--- src/rtl/mem_arb_pkg.sv ---
// ---------------------------------------------------------------------------
// mem_arb_pkg
// Shared types and sizing helpers for the unified-memory port arbiter.
//   arb_state_e  : arbiter FSM states (IDLE, BUSY, DONE)
//   arb_owner_e  : which pipeline port owns the current memory transaction
//   WD_CNT_W     : watchdog counter width for the default timeout
//   wd_cnt_width : watchdog counter width for any timeout value
// ---------------------------------------------------------------------------
package mem_arb_pkg;

    typedef enum logic [1:0] {
        IDLE = 2'd0,
        BUSY = 2'd1,
        DONE = 2'd2
    } arb_state_e;

    typedef enum logic {
        OWN_IF = 1'b0,
        OWN_DM = 1'b1
    } arb_owner_e;

    localparam int TIMEOUT_DEFAULT = 64;
    localparam int WD_CNT_W        = $clog2(TIMEOUT_DEFAULT + 1);

    function automatic int wd_cnt_width(input int timeout);
        return $clog2(timeout + 1);
    endfunction

endpackage

--- src/rtl/arb_watchdog.sv ---
// ---------------------------------------------------------------------------
// arb_watchdog
// Counts cycles spent waiting on the memory and flags the cycle in which the
// wait reaches TIMEOUT cycles. The first counted cycle is count 1.
// Ports:
//   clk, rst_n : clock, asynchronous active-low reset
//   clear      : return the count to zero (arbiter not waiting)
//   count_en   : arbiter is waiting this cycle
//   expired    : this is the TIMEOUT-th waiting cycle
// ---------------------------------------------------------------------------
module arb_watchdog
    import mem_arb_pkg::*;
#(
    parameter int TIMEOUT = TIMEOUT_DEFAULT,
    parameter int CNT_W   = WD_CNT_W
) (
    input  logic clk,
    input  logic rst_n,
    input  logic clear,
    input  logic count_en,
    output logic expired
);

    localparam logic [CNT_W-1:0] LAST = CNT_W'(TIMEOUT - 1);

    logic [CNT_W-1:0] cnt_q;
    logic [CNT_W-1:0] cnt_d;

    // cnt_q holds the number of waiting cycles already completed, so the
    // cycle being counted right now is cnt_q + 1.
    always_comb begin
        cnt_d = cnt_q;
        if (clear) begin
            cnt_d = '0;
        end else if (count_en) begin
            cnt_d = cnt_q + CNT_W'(1);
        end
    end

    always_ff @(posedge clk or negedge rst_n) begin
        if (!rst_n) begin
            cnt_q <= '0;
        end else begin
            cnt_q <= cnt_d;
        end
    end

    assign expired = count_en & (cnt_q == LAST);

endmodule

--- src/rtl/mem_port_arbiter.sv ---
// ---------------------------------------------------------------------------
// mem_port_arbiter
// Shares one single-ported memory between the fetch (if_*) and load/store
// (dm_*) ports. One transaction at a time: IDLE arbitrates, BUSY holds the
// memory request until mem_ack or watchdog timeout, DONE pulses the owner's
// valid for one cycle. Data wins ties (older instruction).
// Optional feature (macro ARB_STARVE_GUARD_EN): after MAX_STREAK consecutive
// data grants with fetch waiting, the next tie goes to fetch.
// Ports:
//   clk, rst_n                      : clock, asynchronous active-low reset
//   if_req/if_addr                  : fetch request, held until if_valid
//   if_rdata/if_valid               : fetch completion
//   dm_req/dm_we/dm_addr/dm_wdata   : data request, held until dm_valid
//   dm_rdata/dm_valid               : data completion
//   mem_req/mem_we/mem_addr/mem_wdata/mem_rdata/mem_ack : memory side
//   err                             : timeout, qualifies the valid pulse
//   stall_if/stall_mem              : per-port stall to the hazard unit
// ---------------------------------------------------------------------------
module mem_port_arbiter
    import mem_arb_pkg::*;
#(
    parameter int ADDR_W     = 32,
    parameter int DATA_W     = 32,
    parameter int TIMEOUT    = 64,
    parameter int MAX_STREAK = 4
) (
    input  logic              clk,
    input  logic              rst_n,
    input  logic              if_req,
    input  logic [ADDR_W-1:0] if_addr,
    output logic [DATA_W-1:0] if_rdata,
    output logic              if_valid,
    input  logic              dm_req,
    input  logic              dm_we,
    input  logic [ADDR_W-1:0] dm_addr,
    input  logic [DATA_W-1:0] dm_wdata,
    output logic [DATA_W-1:0] dm_rdata,
    output logic              dm_valid,
    output logic              mem_req,
    output logic              mem_we,
    output logic [ADDR_W-1:0] mem_addr,
    output logic [DATA_W-1:0] mem_wdata,
    input  logic [DATA_W-1:0] mem_rdata,
    input  logic              mem_ack,
    output logic              err,
    output logic              stall_if,
    output logic              stall_mem
);

    arb_state_e        state_q,     state_d;
    arb_owner_e        owner_q,     owner_d;
    logic              mem_req_q,   mem_req_d;
    logic              mem_we_q,    mem_we_d;
    logic [ADDR_W-1:0] mem_addr_q,  mem_addr_d;
    logic [DATA_W-1:0] mem_wdata_q, mem_wdata_d;
    logic              if_valid_q,  if_valid_d;
    logic              dm_valid_q,  dm_valid_d;
    logic              err_q,       err_d;
    logic [DATA_W-1:0] if_rdata_q,  if_rdata_d;
    logic [DATA_W-1:0] dm_rdata_q,  dm_rdata_d;
    logic [DATA_W-1:0] resp_data;
    logic              grant_dm;
    logic              fetch_turn;
    logic              wd_clear;
    logic              wd_count;
    logic              wd_expired;

    assign wd_count = (state_q == BUSY);
    assign wd_clear = ~wd_count;

    arb_watchdog #(
        .TIMEOUT (TIMEOUT),
        .CNT_W   (wd_cnt_width(TIMEOUT))
    ) u_watchdog (
        .clk      (clk),
        .rst_n    (rst_n),
        .clear    (wd_clear),
        .count_en (wd_count),
        .expired  (wd_expired)
    );

`ifdef ARB_STARVE_GUARD_EN
    localparam int STREAK_W = $clog2(MAX_STREAK + 1);

    logic [STREAK_W-1:0] streak_q, streak_d;

    // Counts data grants won while fetch was also waiting. Any cycle with
    // fetch idle resets it, so only a continuous fetch wait accumulates.
    always_comb begin
        streak_d = streak_q;
        if (!if_req) begin
            streak_d = '0;
        end else if (state_q == IDLE && (if_req || dm_req)) begin
            streak_d = grant_dm ? (streak_q + STREAK_W'(1)) : '0;
        end
    end

    always_ff @(posedge clk or negedge rst_n) begin
        if (!rst_n) begin
            streak_q <= '0;
        end else begin
            streak_q <= streak_d;
        end
    end

    assign fetch_turn = (streak_q >= STREAK_W'(MAX_STREAK));
`else
    // Strict data priority; the comparison is constant false but keeps
    // MAX_STREAK referenced in this build.
    assign fetch_turn = (MAX_STREAK < 0);
`endif

    assign grant_dm = dm_req & ~(if_req & fetch_turn);

    // Next-state and registered-output logic. The rdata registers only move
    // on completion, and only for the owning port.
    always_comb begin
        state_d     = state_q;
        owner_d     = owner_q;
        mem_req_d   = mem_req_q;
        mem_we_d    = mem_we_q;
        mem_addr_d  = mem_addr_q;
        mem_wdata_d = mem_wdata_q;
        if_valid_d  = 1'b0;
        dm_valid_d  = 1'b0;
        err_d       = 1'b0;
        if_rdata_d  = if_rdata_q;
        dm_rdata_d  = dm_rdata_q;
        resp_data   = '0;
        case (state_q)
            IDLE: begin
                if (if_req || dm_req) begin
                    state_d   = BUSY;
                    mem_req_d = 1'b1;
                    if (grant_dm) begin
                        owner_d     = OWN_DM;
                        mem_we_d    = dm_we;
                        mem_addr_d  = dm_addr;
                        mem_wdata_d = dm_wdata;
                    end else begin
                        owner_d     = OWN_IF;
                        mem_we_d    = 1'b0;
                        mem_addr_d  = if_addr;
                        mem_wdata_d = '0;
                    end
                end
            end
            BUSY: begin
                // An ack in the expiry cycle still counts as a good completion.
                if (mem_ack || wd_expired) begin
                    state_d   = DONE;
                    mem_req_d = 1'b0;
                    mem_we_d  = 1'b0;
                    err_d     = ~mem_ack;
                    if (mem_ack && !mem_we_q) begin
                        resp_data = mem_rdata;
                    end
                    if (owner_q == OWN_DM) begin
                        dm_valid_d = 1'b1;
                        dm_rdata_d = resp_data;
                    end else begin
                        if_valid_d = 1'b1;
                        if_rdata_d = resp_data;
                    end
                end
            end
            DONE: begin
                state_d = IDLE;
            end
            default: begin
                state_d = IDLE;
            end
        endcase
    end

    always_ff @(posedge clk or negedge rst_n) begin
        if (!rst_n) begin
            state_q     <= IDLE;
            owner_q     <= OWN_IF;
            mem_req_q   <= 1'b0;
            mem_we_q    <= 1'b0;
            mem_addr_q  <= '0;
            mem_wdata_q <= '0;
            if_valid_q  <= 1'b0;
            dm_valid_q  <= 1'b0;
            err_q       <= 1'b0;
            if_rdata_q  <= '0;
            dm_rdata_q  <= '0;
        end else begin
            state_q     <= state_d;
            owner_q     <= owner_d;
            mem_req_q   <= mem_req_d;
            mem_we_q    <= mem_we_d;
            mem_addr_q  <= mem_addr_d;
            mem_wdata_q <= mem_wdata_d;
            if_valid_q  <= if_valid_d;
            dm_valid_q  <= dm_valid_d;
            err_q       <= err_d;
            if_rdata_q  <= if_rdata_d;
            dm_rdata_q  <= dm_rdata_d;
        end
    end

    assign mem_req   = mem_req_q;
    assign mem_we    = mem_we_q;
    assign mem_addr  = mem_addr_q;
    assign mem_wdata = mem_wdata_q;
    assign if_valid  = if_valid_q;
    assign dm_valid  = dm_valid_q;
    assign err       = err_q;
    assign if_rdata  = if_rdata_q;
    assign dm_rdata  = dm_rdata_q;
    assign stall_if  = if_req & ~if_valid_q;
    assign stall_mem = dm_req & ~dm_valid_q;

endmodule

--- config.mk ---
export PLATFORM = sky130hd
export DESIGN_NAME = mem_port_arbiter
export DESIGN_NICKNAME = d
export VERILOG_FILES = /design/src/rtl/mem_arb_pkg.sv /design/src/rtl/arb_watchdog.sv /design/src/rtl/mem_port_arbiter.sv
export SDC_FILE = /design/constraint.sdc
export NUM_CORES = 1
export LEC_CHECK = 0
export ABC_AREA = 1
export BUFFER_PORTS_ARGS = -buffer_cell sky130_fd_sc_hd__buf_2
export CAP_MARGIN = 10
export CORE_MARGIN = 2
export CORE_UTILIZATION = 45
export DETAILED_ROUTE_END_ITERATION = 10
export MAX_ROUTING_LAYER = met4
export PLACE_DENSITY_LB_ADDON = 0.15
export SLEW_MARGIN = 20
export SYNTH_ARGS = -nofsm -noshare
export SYNTH_HDL_FRONTEND = slang
export SYNTH_HIERARCHICAL = 1
export SYNTH_SLANG_ARGS = --single-unit
--- constraint.sdc ---
create_clock -name clk -period 3 [get_ports clk]
set_input_delay 0.3 -clock clk [delete_from_list [all_inputs] [get_ports clk]]
set_output_delay 0.3 -clock clk [all_outputs]
set_load 0.1 [all_outputs]
# Word-level counts from Yosys, hierarchy flattened
# Index checks and enable logic that the tools add are counted.
# word_totals
register_bits,143
out_inout_bits,135
# classes
n_addsub,1
n_eq_ne,4
mux,22
bitwise,7
n_reduce_logical,11
# op_table
cell,count
$mux W32,3
$mux W1,13
$reduce_and A3 Y1,3
$add A7 B1 Y7 const B,1
$eq A7 B6 Y1 const B,1
$mux W7,1
$mux W2,2
$ne A2 B2 Y1 const B,2
$not A1 Y1,4
$pmux W1 S2,2
$pmux W2 S2,1
$reduce_and A2 Y1,2
$and A1 B1 Y1,3
$eq A2 B1 Y1 const B,1
$logic_not A2 Y1,1
$logic_or A1 B1 Y1,2
$reduce_bool A2 Y1,1
$logic_and A1 B1 Y1,1
$logic_not A1 Y1,1

# Logic depth before layout (Yosys ltp)
# logic_depth
depth_word,5
depth_mapped,12
mapped_depth_nobuf,9

# Modules after synthesis
# The synthesis kept the hierarchy.
# modules_own_cells
module,instances,cells_each,area_per_inst_um2
mem_port_arbiter,1,760,5954.5
arb_watchdog,1,48,386.6

# Worst setup path before layout
# No wires, ideal clock.
# synth_timing
path_kind,reg-to-output
start,"register if_valid_q, in the netlist if_valid"
end,output stall_if
t_arrival_ns,2.144
required_time_ns,2.700
setup_slack_ns,0.556
stages_incl_launch_ff,2
path_buffers,0
cell_sequence,dfrtp_1 > nor2_1
# synth_via
elab_chain_len,2
# synth_lines
element,line_no,rtl
"start, declared",mem_port_arbiter.sv:56,"logic if_valid_q, if_valid_d;"
"start signal, assigned",mem_port_arbiter.sv:196,if_valid_q <= if_valid_d;
$not A1 Y1,mem_port_arbiter.sv:213,assign stall_if = if_req & ~if_valid_q;
$and A1 B1 Y1,mem_port_arbiter.sv:213,
"end, declared",mem_port_arbiter.sv:46,"output logic stall_if,"
# No other way between the ends.

# Final worst setup path
# layout_timing
start,register u_watchdog.cnt_q[1]
end,"register dm_rdata_q[2], in the netlist dm_rdata[2]"
# layout_via
elab_chain_len,4
# layout_lines
element,line_no,rtl
"start, declared",arb_watchdog.sv:26,logic [CNT_W-1:0] cnt_q;
"start signal, assigned",arb_watchdog.sv:44,cnt_q <= cnt_d;
$eq A7 B6 Y1,arb_watchdog.sv:48,assign expired = count_en & (cnt_q == LAST);
$and A1 B1 Y1,arb_watchdog.sv:48,
via wd_expired,mem_port_arbiter.sv:66,logic wd_expired;
$logic_or A1 B1 Y1,mem_port_arbiter.sv:150,if (mem_ack || wd_expired) begin
$reduce_and A3 Y1 (no source line),--,
"end signal, assigned",mem_port_arbiter.sv:200,dm_rdata_q <= dm_rdata_d;
"end, declared",mem_port_arbiter.sv:60,"logic [DATA_W-1:0] dm_rdata_q, dm_rdata_d;"
# The timed path passes the listed nets, and every way through them passes these cells.
# A chain may end at the register's enable or synchronous reset.

==> results_dict.tcl <==
set metrics [dict create \
    status "complete, no violations" \
    synth_most_common_cell "nand2_1" \
    syn_inst 808 \
    critical_path.max_stage_delay_ns 0.62 \
    path_cells "ha_1, nand2_2, nor4_2, nor2_1, nor2_4, nand2_1, nand2_1" \
    cp_max_fo 33 \
    synth_edf_count 0 \
    fmax_ghz 0.4993 \
    drc 0 \
    postSynthAreaPerCell_sq_um 7.848 \
    crit_type "register to register" \
    clk_latency_ns 0.41 \
    rsz0062_at_grt "false" \
    drv_slew 0 \
    clockBufferDepth 2 \
    ys_top_cells_by_area "dfrtp_1 56%, nand2_1 26%, nand3_1 5.6%, inv_1 2.6%, nor2_1 2.4%" \
    maxCapViolCount 0 \
    tns_ns 0 \
    dpl.hpwl_mm 12.33 \
    design.die.area_sq_um 15060 \
    fin_nets 1199 \
    grt-ovfl-total 0 \
    via_per_inst 4.714 \
    yosysWarnings 6 \
    reg2reg_from "u_watchdog/cnt_q[1]" \
    numPortBuffers 268 \
    yosys.area.top_type "dfrtp_1" \
    tightest_slew_ns 0.7540 \
    synth-seq-cells 143 \
    num_rows 43 \
    die_y_um 122.7 \
    n_fill_cell 1365 \
    async_flop_share_pct 100.0 \
    ys.flop_type "dfrtp_1" \
    critPathRequiredTime_ns 3.35 \
    period_needed_ns 2.003 \
    cts_post_setup_buffers_inserted 0 \
    finClkSkew_ns 0.005351 \
    ctsHoldBuffers 1 \
    r2r_slack_ns 1.0 \
    start_util_pct 45.86 \
    cp.arrival_ns 2.35 \
    synth_cell_types 24 \
    seq_area_frac_synth_pct 56.43 \
    cts_tree "done" \
    vias 5935 \
    clkTransAtPathRegs_ns 0.06 \
    synth_top_area_share_pct 56.43 \
    cts.sinks 143 \
    reg2reg_depth 7 \
    routed_wirelength_mm 17.51 \
    hold_class "input port to register" \
    drive_above_1_share_pct 30.18 \
    finalHoldViolCount 0 \
    gp_congestion 0.8360 \
    setup_viol 0 \
    grt_antenna_before_repair 2 \
    crit_start "u_watchdog/cnt_q[1]" \
    worst_path_most_repeated_cell "nand2_1" \
    period_share_pct 66.76 \
    max_slew_margin_pct 49.61 \
    cts_max_level 4 \
    crit_path_end_kind "register" \
    core_area_sq_um 13830 \
    cts_resized 0 \
    grt_pass1_wl_mm 27.72 \
    netlist_top_cells_count "438 x nand2_1, 143 x dfrtp_1, 71 x nand3_1, 44 x inv_1, 40 x nor2_1" \
    synthesis.area_sq_um 6341 \
    cp-start-kind "register" \
    grt_start_max_net_pins 66 \
    r2r-end "dm_rdata[2]" \
    cts_made_buffers 17 \
    holdPathStages 2 \
    drtAntennaViolNets 0 \
    areaGrowthSynthToFinish_pct 31.65 \
    ios 269 \
    slowest_stage "nor2_4" \
    synth_nets 943 \
    cp-endpoint "dm_rdata[2]" \
    drt-wirelength-per-cell_um 13.90 \
    die_x_um 122.7 \
    drtIter0Drc 359 \
    grt_use_total_pct 24.68 \
    first_pass_iters 5 \
    clockRootBuffer "clkbuf_16" \
    first_global_vias 5525 \
]
## layout make-up
class	instances	area (sq um)	share of cell area (%)
Antenna cell	2	5.005	0.05995
Inverter	50	187.7	2.248
Timing Repair Buffer	279	1433	17.16
Clock buffer	26	499.2	5.980
Sequential cell	143	3578	42.87
Multi-Input combinational cell	573	2340	28.03
Tap cell	180	225.2	2.698
Clock inverter	6	80.08	0.9592
## per-layer routing
metal  routed length [um]  part of all wire [%]  vias up  GRT usage, %
met5                    0                     0        -             -
met4                  348                   2.0        0         9.555
met3                 1234                   7.0       23         5.716
met2                 8370                    48      221         38.50
met1                 7552                    43     2720         31.33
li1                     -                     -     2971             -
## cells by family (layout without fill, tap and decap cells)
group | count (synthesis) | after routing | share of synthesized area [%]
AND/OR/NAND/NOR | 564 | 564 | 35.85
other | 0 | 2 | 0
adder cells (fa/ha/maj) | 1 | 1 | 0.1973
flip-flops | 143 | 143 | 56.43
AO/OA/AOI/OAI | 8 | 8 | 0.7300
buffers and inverters | 92 | 361 | 6.788
## per-stage QoR
| step | utilization [%] | hold slack (ns) | setup WS, ns | cells | cell area [sq um] |
|---|---|---|---|---|---|
| after floorplan | - | 0.004409 | 0.5561 | 808 | 6341 |
| after global placement | 56.06 | 0.3237 | 1.072 | 1224 | 7751 |
| after detailed placement | 56.06 | 0.3221 | 1.026 | 1224 | 7751 |
| after CTS | 60.32 | 0.07394 | 0.9949 | 1257 | 8341 |
| after global routing | 60.37 | 0.09520 | 0.8176 | 1259 | 8348 |
| final | 60.37 | 0.1025 | 0.9972 | 1259 | 8348 |
## worst max-delay path: cells and delay by family (launching register included)
| kind | cells | cell delay, ns |
|---|---|---|
| fa+ha+maj | 1 | 0.20 |
| flops | 1 | 0.38 |
| simple gates | 6 | 1.34 |
## how the worst min path moves through the flow
stage / slack, ns / startpoint / to
2_1_floorplan: 0.004 / rst_n / dm_rdata[0]
3_3_place_gp: 0.32 / rst_n / if_rdata[10]
3_5_place_dp: 0.32 / rst_n / if_rdata[10]
4_1_cts: 0.07 / mem_ack / err
5_1_grt: 0.1 / mem_ack / err
6_report: 0.10 / mem_ack / err
## flip-flops by register name, indices dropped and copies added (netlist names), 2 cells and up
| signal | flops |
|---|---|
| dm_rdata | 32 |
| if_rdata | 32 |
| mem_addr | 32 |
| mem_wdata | 32 |
| u_watchdog/cnt_q | 7 |
| state_q | 2 |
## layout by cell type (no fill, tap or decap), types with 3 or more instances in the layout
master / count
nand2_1: 437
dfrtp_1: 143
nor2_2: 4
nand3_1: 71
clkbuf_1: 5
o21ai_1: 3
clkinv_2: 4
clkbuf_16: 17
inv_1: 44
buf_2: 267
nor2_4: 4
clkbuf_8: 4
buf_4: 10
inv_2: 6
nand2_2: 3
nor2_1: 40
Power is left out: the tool's default activity adds up to more than one toggle a clock period on the data nets, which glitch-free logic cannot reach.
